===== config.mk =====
export PLATFORM = sky130hd
export DESIGN_NAME = qick_net_rx_deframer
export DESIGN_NICKNAME = d
export VERILOG_FILES = /design/src/rtl/qick_net_rx_deframer.sv
export SDC_FILE = /design/constraint.sdc
export NUM_CORES = 1
export LEC_CHECK = 0
export ABC_AREA = 1
export BUFFER_PORTS_ARGS = -buffer_cell sky130_fd_sc_hd__buf_2
export CAP_MARGIN = 20
export CELL_PAD_IN_SITES_DETAIL_PLACEMENT = 1
export CELL_PAD_IN_SITES_GLOBAL_PLACEMENT = 2
export CORE_AREA = 4 4 298 300
export CTS_CLUSTER_SIZE = 14
export DETAILED_ROUTE_END_ITERATION = 7
export DIE_AREA = 0 0 302 304
export PLACE_DENSITY = 0.85
export SLEW_MARGIN = 20
export SYNTH_ARGS = -nofsm -noshare
export SYNTH_HDL_FRONTEND = slang
export SYNTH_SLANG_ARGS = --single-unit
export TNS_END_PERCENT = 20

===== constraint.sdc =====
create_clock -name c_clk_i -period 9.8 [get_ports c_clk_i]
set_input_delay 0.49 -clock c_clk_i [delete_from_list [all_inputs] [get_ports c_clk_i]]
set_output_delay 0.49 -clock c_clk_i [all_outputs]
set_load 0.1 [all_outputs]

===== src/rtl/qick_net_rx_deframer.sv =====
// Receive-side deframer for one qick_net link: checks framing and checksum of 3-beat
// command packets, routes them local/forward and queues them for the tProc side.
module qick_net_rx_deframer #(
    parameter int         FIFO_DEPTH = 4,
    parameter int         CNT_W      = 16,
    parameter logic [4:0] BCAST_ID   = 5'h1F
) (
    input  logic             c_clk_i,
    input  logic             c_rst_i,
    input  logic [4:0]       my_id_i,
    input  logic             rx_tvalid_i,
    input  logic [63:0]      rx_tdata_i,
    input  logic             rx_tlast_i,
    output logic             pkt_valid_o,
    input  logic             pkt_ready_i,
    output logic [4:0]       pkt_op_o,
    output logic [4:0]       pkt_src_o,
    output logic [4:0]       pkt_hop_o,
    output logic [31:0]      pkt_dt1_o,
    output logic [31:0]      pkt_dt2_o,
    output logic [31:0]      pkt_dt3_o,
    output logic [47:0]      pkt_time_o,
    output logic             pkt_local_o,
    output logic             pkt_fwd_o,
    input  logic             clr_cnt_i,
    output logic [CNT_W-1:0] cnt_ok_o,
    output logic [CNT_W-1:0] cnt_frm_err_o,
    output logic [CNT_W-1:0] cnt_sum_err_o,
    output logic [CNT_W-1:0] cnt_drop_o
);

    localparam int AW = $clog2(FIFO_DEPTH);
    localparam int CW = AW + 1;

    typedef enum logic [1:0] {S_IDLE, S_W1, S_W2, S_DISCARD} state_t;

    typedef struct packed {
        logic [4:0]  op;
        logic [4:0]  src;
        logic [4:0]  hop;
        logic [31:0] dt1;
        logic [31:0] dt2;
        logic [31:0] dt3;
        logic [47:0] tstamp;
        logic        is_local;
        logic        is_fwd;
    } entry_t;

    function automatic logic [15:0] lane_xor(input logic [63:0] w);
        return w[63:48] ^ w[47:32] ^ w[31:16] ^ w[15:0];
    endfunction

    function automatic logic [CNT_W-1:0] cnt_next(input logic [CNT_W-1:0] c,
                                                   input logic inc, input logic clr);
        if (clr)
            return '0;
        if (inc && (c != '1))
            return c + CNT_W'(1);
        return c;
    endfunction

    state_t            state_q, state_d;
    logic [15:0]       csum_q, csum_d;
    logic [4:0]        op_q, op_d, dst_q, dst_d, src_q, src_d, hop_q, hop_d;
    logic [31:0]       dt1_q, dt1_d, dt2_q, dt2_d, dt3_q, dt3_d;
    logic [AW-1:0]     wr_ptr_q, wr_ptr_d, rd_ptr_q, rd_ptr_d;
    logic [CW-1:0]     count_q, count_d;
    logic [CNT_W-1:0]  ok_q, ok_d, frm_q, frm_d, sum_q, sum_d, drop_q, drop_d;
    entry_t            mem_q [FIFO_DEPTH];
    entry_t            entry_d, head;

    logic frm_inc, sum_inc, route_drop, push_req, push_ok, pop, full;
    logic local_w, fwd_w;

    assign local_w = (dst_q == my_id_i) | (dst_q == BCAST_ID);
    assign fwd_w   = (dst_q != my_id_i) & (hop_q != 5'h1F);
    assign full    = (count_q == CW'(FIFO_DEPTH));
    assign pop     = pkt_valid_o & pkt_ready_i;
    assign push_ok = push_req & (!full | pop);

    always_comb begin
        state_d    = state_q;
        csum_d     = csum_q;
        op_d       = op_q;
        dst_d      = dst_q;
        src_d      = src_q;
        hop_d      = hop_q;
        dt1_d      = dt1_q;
        dt2_d      = dt2_q;
        dt3_d      = dt3_q;
        frm_inc    = 1'b0;
        sum_inc    = 1'b0;
        route_drop = 1'b0;
        push_req   = 1'b0;
        if (rx_tvalid_i) begin
            case (state_q)
                S_IDLE: begin
                    if (rx_tdata_i[63:60] != 4'hA) begin
                        frm_inc = 1'b1;
                        state_d = rx_tlast_i ? S_IDLE : S_DISCARD;
                    end else if (rx_tlast_i) begin
                        frm_inc = 1'b1;
                    end else begin
                        op_d    = rx_tdata_i[59:55];
                        dst_d   = rx_tdata_i[54:50];
                        src_d   = rx_tdata_i[49:45];
                        hop_d   = rx_tdata_i[44:40];
                        dt1_d   = rx_tdata_i[31:0];
                        csum_d  = lane_xor(rx_tdata_i);
                        state_d = S_W1;
                    end
                end
                S_W1: begin
                    if (rx_tlast_i) begin
                        frm_inc = 1'b1;
                        state_d = S_IDLE;
                    end else begin
                        dt2_d   = rx_tdata_i[63:32];
                        dt3_d   = rx_tdata_i[31:0];
                        csum_d  = csum_q ^ lane_xor(rx_tdata_i);
                        state_d = S_W2;
                    end
                end
                S_W2: begin
                    if (!rx_tlast_i) begin
                        frm_inc = 1'b1;
                        state_d = S_DISCARD;
                    end else begin
                        state_d = S_IDLE;
                        // The checksum lane itself is zeroed so only the 48-bit timestamp folds in.
                        if ((csum_q ^ lane_xor({rx_tdata_i[63:16], 16'h0})) != rx_tdata_i[15:0])
                            sum_inc = 1'b1;
                        else if ((src_q == my_id_i) || (!local_w && !fwd_w))
                            route_drop = 1'b1;
                        else
                            push_req = 1'b1;
                    end
                end
                default: begin
                    if (rx_tlast_i)
                        state_d = S_IDLE;
                end
            endcase
        end
    end

    always_comb begin
        entry_d.op       = op_q;
        entry_d.src      = src_q;
        entry_d.hop      = fwd_w ? hop_q + 5'd1 : hop_q;
        entry_d.dt1      = dt1_q;
        entry_d.dt2      = dt2_q;
        entry_d.dt3      = dt3_q;
        entry_d.tstamp   = rx_tdata_i[63:16];
        entry_d.is_local = local_w;
        entry_d.is_fwd   = fwd_w;

        wr_ptr_d = push_ok ? wr_ptr_q + AW'(1) : wr_ptr_q;
        rd_ptr_d = pop     ? rd_ptr_q + AW'(1) : rd_ptr_q;
        case ({push_ok, pop})
            2'b10:   count_d = count_q + CW'(1);
            2'b01:   count_d = count_q - CW'(1);
            default: count_d = count_q;
        endcase

        ok_d   = cnt_next(ok_q,   push_ok,                            clr_cnt_i);
        frm_d  = cnt_next(frm_q,  frm_inc,                            clr_cnt_i);
        sum_d  = cnt_next(sum_q,  sum_inc,                            clr_cnt_i);
        drop_d = cnt_next(drop_q, route_drop | (push_req & !push_ok), clr_cnt_i);
    end

    always_ff @(posedge c_clk_i) begin
        if (c_rst_i) begin
            state_q  <= S_IDLE;
            csum_q   <= '0;
            wr_ptr_q <= '0;
            rd_ptr_q <= '0;
            count_q  <= '0;
            ok_q     <= '0;
            frm_q    <= '0;
            sum_q    <= '0;
            drop_q   <= '0;
        end else begin
            state_q  <= state_d;
            csum_q   <= csum_d;
            wr_ptr_q <= wr_ptr_d;
            rd_ptr_q <= rd_ptr_d;
            count_q  <= count_d;
            ok_q     <= ok_d;
            frm_q    <= frm_d;
            sum_q    <= sum_d;
            drop_q   <= drop_d;
        end
    end

    // Packet fields and FIFO storage carry no reset; the valid gating below hides them.
    always_ff @(posedge c_clk_i) begin
        op_q  <= op_d;
        dst_q <= dst_d;
        src_q <= src_d;
        hop_q <= hop_d;
        dt1_q <= dt1_d;
        dt2_q <= dt2_d;
        dt3_q <= dt3_d;
        if (push_ok)
            mem_q[wr_ptr_q] <= entry_d;
    end

    assign head        = mem_q[rd_ptr_q];
    assign pkt_valid_o = (count_q != '0);
    assign pkt_op_o    = pkt_valid_o ? head.op       : '0;
    assign pkt_src_o   = pkt_valid_o ? head.src      : '0;
    assign pkt_hop_o   = pkt_valid_o ? head.hop      : '0;
    assign pkt_dt1_o   = pkt_valid_o ? head.dt1      : '0;
    assign pkt_dt2_o   = pkt_valid_o ? head.dt2      : '0;
    assign pkt_dt3_o   = pkt_valid_o ? head.dt3      : '0;
    assign pkt_time_o  = pkt_valid_o ? head.tstamp   : '0;
    assign pkt_local_o = pkt_valid_o & head.is_local;
    assign pkt_fwd_o   = pkt_valid_o & head.is_fwd;

    assign cnt_ok_o      = ok_q;
    assign cnt_frm_err_o = frm_q;
    assign cnt_sum_err_o = sum_q;
    assign cnt_drop_o    = drop_q;

endmodule


# --- After elaboration in Yosys (flattened, before gate mapping) ---
# Memories as Yosys holds them, arrays and structs flattened. A register that Yosys moved wholly into a read port is not among the register bits.
# Index checks and enable logic that the tools add are counted.
word_totals:
  ram_bits: 644
  memories: 1
  inputBits: 75
  reg_bits: 205
op_classes:
  bitwise_logic: 16
  eq_ne: 20
  n_mux: 64
  addsub: 9
  reduce_logical: 23
mem_list:
  columns: ["name", "depth", "word_bits", "rd", "rd_clocked_by_memory_dff", "wr", "line_no", "text"]
  rows:
  - ["mem_q", 4, 161, 1, 1, 1, "69", "entry_t mem_q [FIFO_DEPTH];"]
ops:
  columns: ["op", "count"]
  rows:
  - ["two-way mux 16 bit", 16]
  - ["two-way mux 32 bit", 3]
  - ["bitwise XOR 16 bit", 5]
  - ["adder 16 x 1 -> 16 bit, second input constant", 4]
  - ["inequality test 16 bit, second input constant", 4]
  - ["two-way mux 48 bit", 1]
  - ["one-hot mux 16 bit (2 select lines)", 1]
  - ["two-way mux 1 bit", 29]
  - ["two-way mux 5 bit", 4]
  - ["inequality test 16 bit", 1]
  - ["two-way mux 2 bit", 7]
  - ["nonzero test 2 bit", 6]
  - ["equality test 5 bit", 2]
  - ["AND 1 bit", 6]
  - ["inequality test 2 bit, second input constant", 3]
  - ["one-hot mux 2 bit (3 select lines)", 1]
  - ["one-hot mux 3 bit (2 select lines)", 1]
  - ["AND reduction 3 bit", 2]
  - ["adder 5 x 1 -> 5 bit, second input constant", 1]
  - ["equality test 5 bit, second input constant", 1]
  - ["logical AND 1 bit", 5]
  - ["inequality test 5 bit", 1]
  - ["inequality test 5 bit, second input constant", 1]
  - ["AND reduction 5 bit", 1]
  - ["17 further kinds", 26]

# --- Depth between registers and ports, before layout ---
# Gate-level depths: netlist of the first run.
depth:
  depth_word: 19
  ltp_mapped: 21
  depth_no_buf: 21

# --- Least setup slack after synthesis of the first run ---
# OpenSTA, ideal clock, no wires.
synth_timing:
  path_kind: "input -> register"
  start: "in rx_tdata_i[49]"
  end: "mem mem_q[0][0] (netlist bit) (enable)"
  path_stages: 15
  setup_time_ns: 0.684
  arrival_ns: 8.251
  slack_ns: 0.865
  cell_sequence: "inv_1 > nand2_1 > nand2_1 > nand2_1 > nand2_1 > nand2_1 > nand2_1 > nand2_1 > nor2_1 > nand2_1 > nor2_1 > nand2_1 > nor2_1 > inv_1 > nor2_1"
synth_between:
  elab_chain_cells: 11
synth_lines:
  columns: ["element", "line_no", "text"]
  rows:
  - ["from (decl)", "12", "input logic [63:0] rx_tdata_i,"]
  - ["bitwise XOR 16 bit (2 in a row)", "50", "return w[63:48] ^ w[47:32] ^ w[31:16] ^ w[15:0];"]
  - ["bitwise XOR 16 bit", "131", "if ((csum_q ^ lane_xor({rx_tdata_i[63:16], 16'h0})) != rx_tdata_i[15:0])"]
  - ["inequality test 16 bit", "131", null]
  - ["two-way mux 1 bit", "131", null]
  - ["two-way mux 1 bit", "125", "if (!rx_tlast_i) begin"]
  - ["two-way mux 1 bit", "96", "case (state_q)"]
  - ["two-way mux 1 bit", "95", "if (rx_tvalid_i) begin"]
  - ["AND 1 bit", "79", "assign push_ok = push_req & (!full | pop);"]
  - ["two-way mux 1 bit", "205", "if (push_ok)"]
  - ["two-way mux 1 bit (not written as such)", "206", "mem_q[wr_ptr_q] <= entry_d;"]
  - ["to (decl)", "69", null]
# Every way passes these cells.

==> results of run 1 <==
-- where the power goes --
| group | total (mW) | switching (mW) | internal (mW) |
|---|---|---|---|
| Combinational | 5.00 | 4.39 | 0.610 |
| Sequential | 4.00 | 0.0575 | 3.94 |
| Clock | 3.37 | 1.42 | 1.95 |
-- cell families after synthesis --
logic type / synth area share, %
simple gates: 13.1
flops: 72.2
compound gates: 9.56
buf+inv: 3.55
xor+xnor: 1.20
fa+ha+maj: 0.425
-- how the worst max path moves through the flow --
stage                                          to  slack [ps]  cells after the start
after floorplan             mem_q[0][0]$_DFFE_PP_         870                     15
after global placement    mem_q[2][153]$_DFFE_PP_        5200                     17
after detailed placement  mem_q[2][153]$_DFFE_PP_        5050                     17
after CTS                            pkt_dt1_o[4]        5140                      5
after global routing                 pkt_dt1_o[4]        4980                      5
final                              pkt_time_o[12]        5230                      5
-- per-layer routing --
layer | vias up | part of all wire, % | GRT usage (%)
met5 | - | 0.12 | 0
met4 | 20 | 2.8 | 6.97
met3 | 157 | 7.0 | 5.24
met2 | 636 | 49 | 36.1
met1 | 11800 | 41 | 27.5
li1 | 10860 | - | -
-- cells in the mapped netlist, drive strengths merged (2+ instances only) --
library cell and count:
or2 3, nand2 253, nand4 12, ha 10, edfxtp 760, nand3b 2
o21a 5, clkbuf 118, nor3 30, nand3 61, buf 18, inv 186
a21oi 213, nor2 740, o21ai 396, o21bai 16, xnor2 18, a211oi 3
xor2 27, a31oi 2, dfxtp 91, nor4 5
-- state kept, by name, indices dropped and copies added, names as in the netlist, named ones only --
| signal | count |
|---|---|
| hop_q | 5 |
| rd_ptr_q | 2 |
| cnt_frm_err_o | 16 |
| cnt_drop_o | 16 |
| cnt_sum_err_o | 16 |
| wr_ptr_q | 2 |
| dt3_q | 32 |
| mem_q | 644 |
| dt2_q | 32 |
| dt1_q | 32 |
| src_q | 5 |
| op_q | 5 |
| dst_q | 5 |
| csum_q | 16 |
| cnt_ok_o | 16 |
| count_q | 3 |
| state_q | 2 |
-- placed cells by master (no fill, tap or decap), types with 19 or more instances in the layout --
cell,netlist,layout
o21ai_0,392,392
buf_2,1,300
clkbuf_1,118,19
dfxtp_1,91,89
nand3_1,60,60
clkbuf_16,0,95
a21oi_1,213,213
inv_1,177,176
nand2_1,237,237
xor2_1,27,27
clkinv_1,1,20
nor3_1,27,26
buf_4,0,23
edfxtp_1,760,760
nor2_1,730,724
-- layout make-up --
type                    count  area [sq um]
flip-flops and latches    851         24700
fillers                  9303         46400
well taps                1155          1450
multi-input cells        1802          8340
inverters                 187           721
clock buffers             120          2530
diodes                      9          22.5
clock inverters            46           387
repair buffers            325          1710
==> out/results.tsv, run 1 <==
stage	metric	value	unit
outcome	outcome	finished, final reports clean	
placement	hpwlAfterDp	61300	um
yosys	synth_area	34200	sq um
critical_path	arrival	4080	ps
critical_path	critPathMaxFanout	120	
placement	dpl_cell_area	36900	sq um
yosys	ys_ff_latch	851	
timing	fin_crit	4570	ps
layout	nNetsFinal	3344	
yosys	syn_area_per_cell	11.5	sq um
routing	wire_per_inst	22.3	um
timing	skew	23.6	ps
timing	setup_viol	0	
power	p_leak	14.6	nW
routing	via_per_inst	5.22	
global_routing	grt_max_degree	182	
clocking	cts_sinks	851	
power	p_total	12.4	mW
critical_path	cp_slowest_cell	buf_4	
global_routing	global_route.overflow_total	0	
yosys	synth_top_area_cell	edfxtp_1	
clocking	insertion_delay	640	ps
timing	whs	106	ps
floorplan	num_rows	108	
timing	worstMarginPinSlew	1090	ps
hold_path	hp-start	rx_tdata_i[3]	
yosys	async_flop_share	0	%
global_routing	grt_pass1_wl	150000	um
hold_path	holdPathStages	1	
placement	port_buffers	300	
global_routing	gr-usage-all-layers	21.5	%
floorplan	fp.dieW	302	um
floorplan	core_area	86200	sq um
routing	drc	0	
yosys	synthFlopType	edfxtp_1	
clocking	htree_levels	3	
timing	post-route-period-util	46.6	%
layout	fin_area	39800	sq um
floorplan	die-area	91800	sq um
critical_path	reg2reg_depth	13	
global_routing	antenna_found_initial	21	
timing	max_freq	0.219	GHz
layout	syn2layout_area_growth	16.6	%
routing	antenna_left	0	
critical_path	end_kind	primary output	
placement	preCtsSetupSlack	5050	ps
power	p_per_area	311	nW/um^2
floorplan	io_pins	301	
clocking	postCtsHoldBufs	0	
yosys	yosysUniqueCellTypes	43	
routing	num_vias	23473	
yosys	syn-instance-count	2976	
yosys	synth.area.top_cells	edfxtp_1 (67%), nor2_1 (8.0%), o21ai_0 (5.7%)	
run	maxCapViolations	0	
yosys	synth_edf_count	760	
critical_path	reg2reg_to	mem_q[2][22]$_DFFE_PP_	
placement	dpl.cell_count	4320	
yosys	ys_seq_area_share	72.2	%
critical_path	worst_ep_required_time	9310	ps
layout	fin_util	46.2	%
clocking	cts.repair.resized	0	
yosys	yosysWarnings	0	
yosys	synth_top_area_share	66.8	%
clocking	clk_pin_slew_worst_paths	60	ps
hold_path	min_to	dt3_q[3]$_DFFE_PP_	
critical_path	r2r_slack	5400	ps
critical_path	path_cells	inv_8, buf_4, o21ai_0, a21oi_1, buf_2	
floorplan	initial_core_util	39.6	%
floorplan	die_y	304	um
timing	final.setup.tns	0	ps
clocking	post-cts-setup-buffers	0	
layout	drive_gt1_share	15.2	%
clocking	cts_tree	done	
layout	layout.cells.non_filler	4495	
routing	drt_iter0_markers	1452	
clocking	numCtsBuffers	91	
critical_path	r2r-start	hop_q[0]$_DFFE_PP_	
timing	slew_violations	0	
critical_path	critical-path-top-delay-family	buffers and inverters	
power	ir_drop	243	uV
critical_path	critPathKind	reg2out	
timing	finalHoldViolations	0	
critical_path	cp-start-kind	flop	
yosys	syn_nets	3062	
hold_path	min-delay-path-class	in2reg	
timing	slew_headroom	27.6	%
clocking	root_buffer	clkbuf_16	
routing	wirelength	100000	um
critical_path	critPathMaxStageDelay	820	ps
placement	gp_congestion	0.786	
timing	layout_setup_ws	5230	ps
clocking	ctsLongestPathBuffers	3	
routing	dr.pass1.iters	5	
timing	rsz0062_at_grt	false	
critical_path	cp_num_buf_inv	3	
global_routing	grt_pass1_vias	24610	
(Power assumes the default switching activity.)
==> inputs of run 2 (changes only) <==
clock period = 4.8 ns   (was 9.8 ns; I/O delays follow)
==> out/results.tsv, run 2 (synthesized netlist as in run 1, its figures left out) <==
stage	metric	value	unit	change
placement	gp_congestion	0.778		-1.0%
floorplan	core_area	86200	sq um	unchanged
timing	worstMarginPinSlew	1210	ps	+120 ps
power	p_total	25.3	mW	+100%
timing	finalHoldViolations	0		unchanged
routing	wire_per_inst	21.7	um	-2.5%
hold_path	min-delay-path-class	in2reg		
critical_path	reg2reg_depth	12		-1
clocking	post-cts-setup-buffers	0		unchanged
layout	syn2layout_area_growth	18.8	%	
critical_path	r2r-start	hop_q[0]$_DFFE_PP_		
critical_path	worst_ep_required_time	4560	ps	-4750 ps
hold_path	min_to	state_q[1]$_SDFFE_PP0P_		
routing	via_per_inst	5.17		-0.99%
floorplan	fp.dieW	302	um	unchanged
critical_path	critPathKind	reg2out		
floorplan	die_y	304	um	unchanged
clocking	insertion_delay	650	ps	about the same
floorplan	num_rows	108		unchanged
timing	max_freq	0.265	GHz	
routing	m1WireLength	42100	um	+1.9%
timing	setup_viol	0		unchanged
floorplan	die-area	91800	sq um	unchanged
clocking	postCtsHoldBufs	66		+66
global_routing	antenna_found_initial	12		-43%
layout	drive_gt1_share	15.2	%	about the same
power	p_per_area	623	nW/um^2	+100%
clocking	cts_tree	done		
global_routing	grt_max_degree	204		+12%
timing	post-route-period-util	78.7	%	
clocking	clk_pin_slew_worst_paths	60	ps	about the same
layout	largest_reg_flops	644		unchanged
placement	port_buffers	300		unchanged
timing	skew	26.3	ps	+2.69 ps
run	maxCapViolations	0		unchanged
layout	largest-register	mem_q		
floorplan	io_pins	301		unchanged
power	ir_drop	616	uV	+150%
critical_path	critPathMaxFanout	203		+69%
timing	slew_headroom	19.6	%	-8.0 points
clocking	htree_levels	3		unchanged
critical_path	r2r_slack	1300	ps	-4100 ps
global_routing	grt_pass1_wl	150000	um	-0.43%
placement	hpwlAfterDp	60500	um	-1.3%
routing	drc	0		unchanged
global_routing	gr-usage-all-layers	21.4	%	-0.15 points
outcome	outcome	finished, final reports clean		
critical_path	reg2reg_to	mem_q[3][2]$_DFFE_PP_		
power	p_leak	14.9	nW	+2.2%
layout	mostFrequentLayoutCells	edfxtp_1 (760), nor2_1 (724), o21ai_0 (392)		
clocking	root_buffer	clkbuf_16		
timing	rsz0062_at_grt	false		
routing	wirelength	99200	um	-0.99%
routing	dr_wl_met2	48000	um	-1.7%
layout	nNetsFinal	3415		+2.1%
critical_path	arrival	3540	ps	-540 ps
hold_path	hp-start	rx_tvalid_i		
routing	dr.pass1.iters	5		unchanged
clocking	numCtsBuffers	90		-1.1%
timing	whs	87.3	ps	-19.1 ps
hold_path	holdPathStages	6		+5
clocking	cts_sinks	851		unchanged
floorplan	initial_core_util	39.6	%	unchanged
timing	fin_crit	3780	ps	
clocking	cts.repair.resized	0		unchanged
timing	slew_violations	0		unchanged
routing	num_vias	23593		+0.51%
routing	top_layer_used	met5		
routing	antenna_left	0		unchanged
clocking	ctsLongestPathBuffers	3		unchanged
critical_path	end_kind	primary output		
critical_path	cp-start-kind	flop		
layout	final_common_cell	edfxtp_1		
routing	wl_met3	5920	um	-16%
global_routing	grt_pass1_vias	24392		-0.89%
global_routing	global_route.overflow_total	0		unchanged
routing	drt_iter0_markers	1578		+8.7%
## run 2: cell types whose count changed in the layout (fill, tap and decap cells not counted), sizes merged
cell         change
buf              +6
bufinv           +2
clkbuf           -4
clkinv           -2
diode            -2
dlygate4sd3     +66
inv              +2
## run 2: critical path, cell delays in order (launching register included)
cell	delay, ps
dfxtp_4	670
buf_12	600
nor2_1	110
nor2_1	130
o21ai_0	120
a21oi_1	420
buf_2	520
## run 2: cell type report
| class | count | area [sq um] |
|---|---|---|
| Antenna cell | 7 | 17.5 |
| Clock buffer | 116 | 2420 |
| Clock inverter | 48 | 464 |
| Fill cell | 9294 | 45700 |
| Inverter | 187 | 721 |
| Multi-Input combinational cell | 1802 | 8340 |
| Sequential cell | 851 | 24700 |
| Tap cell | 1155 | 1450 |
| Timing Repair Buffer | 397 | 2500 |
## run 2: metal layers
layer / vias to the layer above / track usage [%]
li1: 11004 / -
met2: 591 / 35.7
met5: - / 0
met4: 8 / 7.14
met3: 161 / 4.24
met1: 11829 / 28.0
## run 2: how the worst max path moves through the flow
stage                        from                     end  depth (start not counted)
5_1_grt                      flop            pkt_dt3_o[2]                          6
4_1_cts                      flop            pkt_dt3_o[8]                          6
3_5_place_dp       rx_tdata_i[57]  mem_q[3][70]$_DFFE_PP_                         16
6_report                     flop             pkt_op_o[3]                          6
3_3_place_gp       rx_tdata_i[57]   mem_q[3][6]$_DFFE_PP_                         16
2_1_floorplan  hop_q[0]$_DFFE_PP_   mem_q[0][0]$_DFFE_PP_                         11
## run 2: report_power, final
part / leakage [nW] / switching, mW / total, mW / internal [mW]
combinational: 5.93 / 9.03 / 10.3 / 1.32
clock: 1.42 / 2.85 / 6.81 / 3.96
sequential: 7.57 / 0.0830 / 8.12 / 8.04
total: 14.9 / 12.0 / 25.3 / 13.3
## run 2: stage by stage
step | util (%) | instances | instance area (sq um) | worst slack (ps) | TNS, ps
2_1_floorplan | - | 2976 | 34200 | -1360 | -878910
3_3_place_gp | 42.9 | 4325 | 37000 | 1440 | 0
3_5_place_dp | 42.9 | 4325 | 37000 | 1310 | 0
4_1_cts | 47.0 | 4555 | 40500 | 972 | 0
5_1_grt | 47.0 | 4558 | 40600 | 809 | 0
6_report | 47.0 | 4563 | 40600 | 1020 | 0
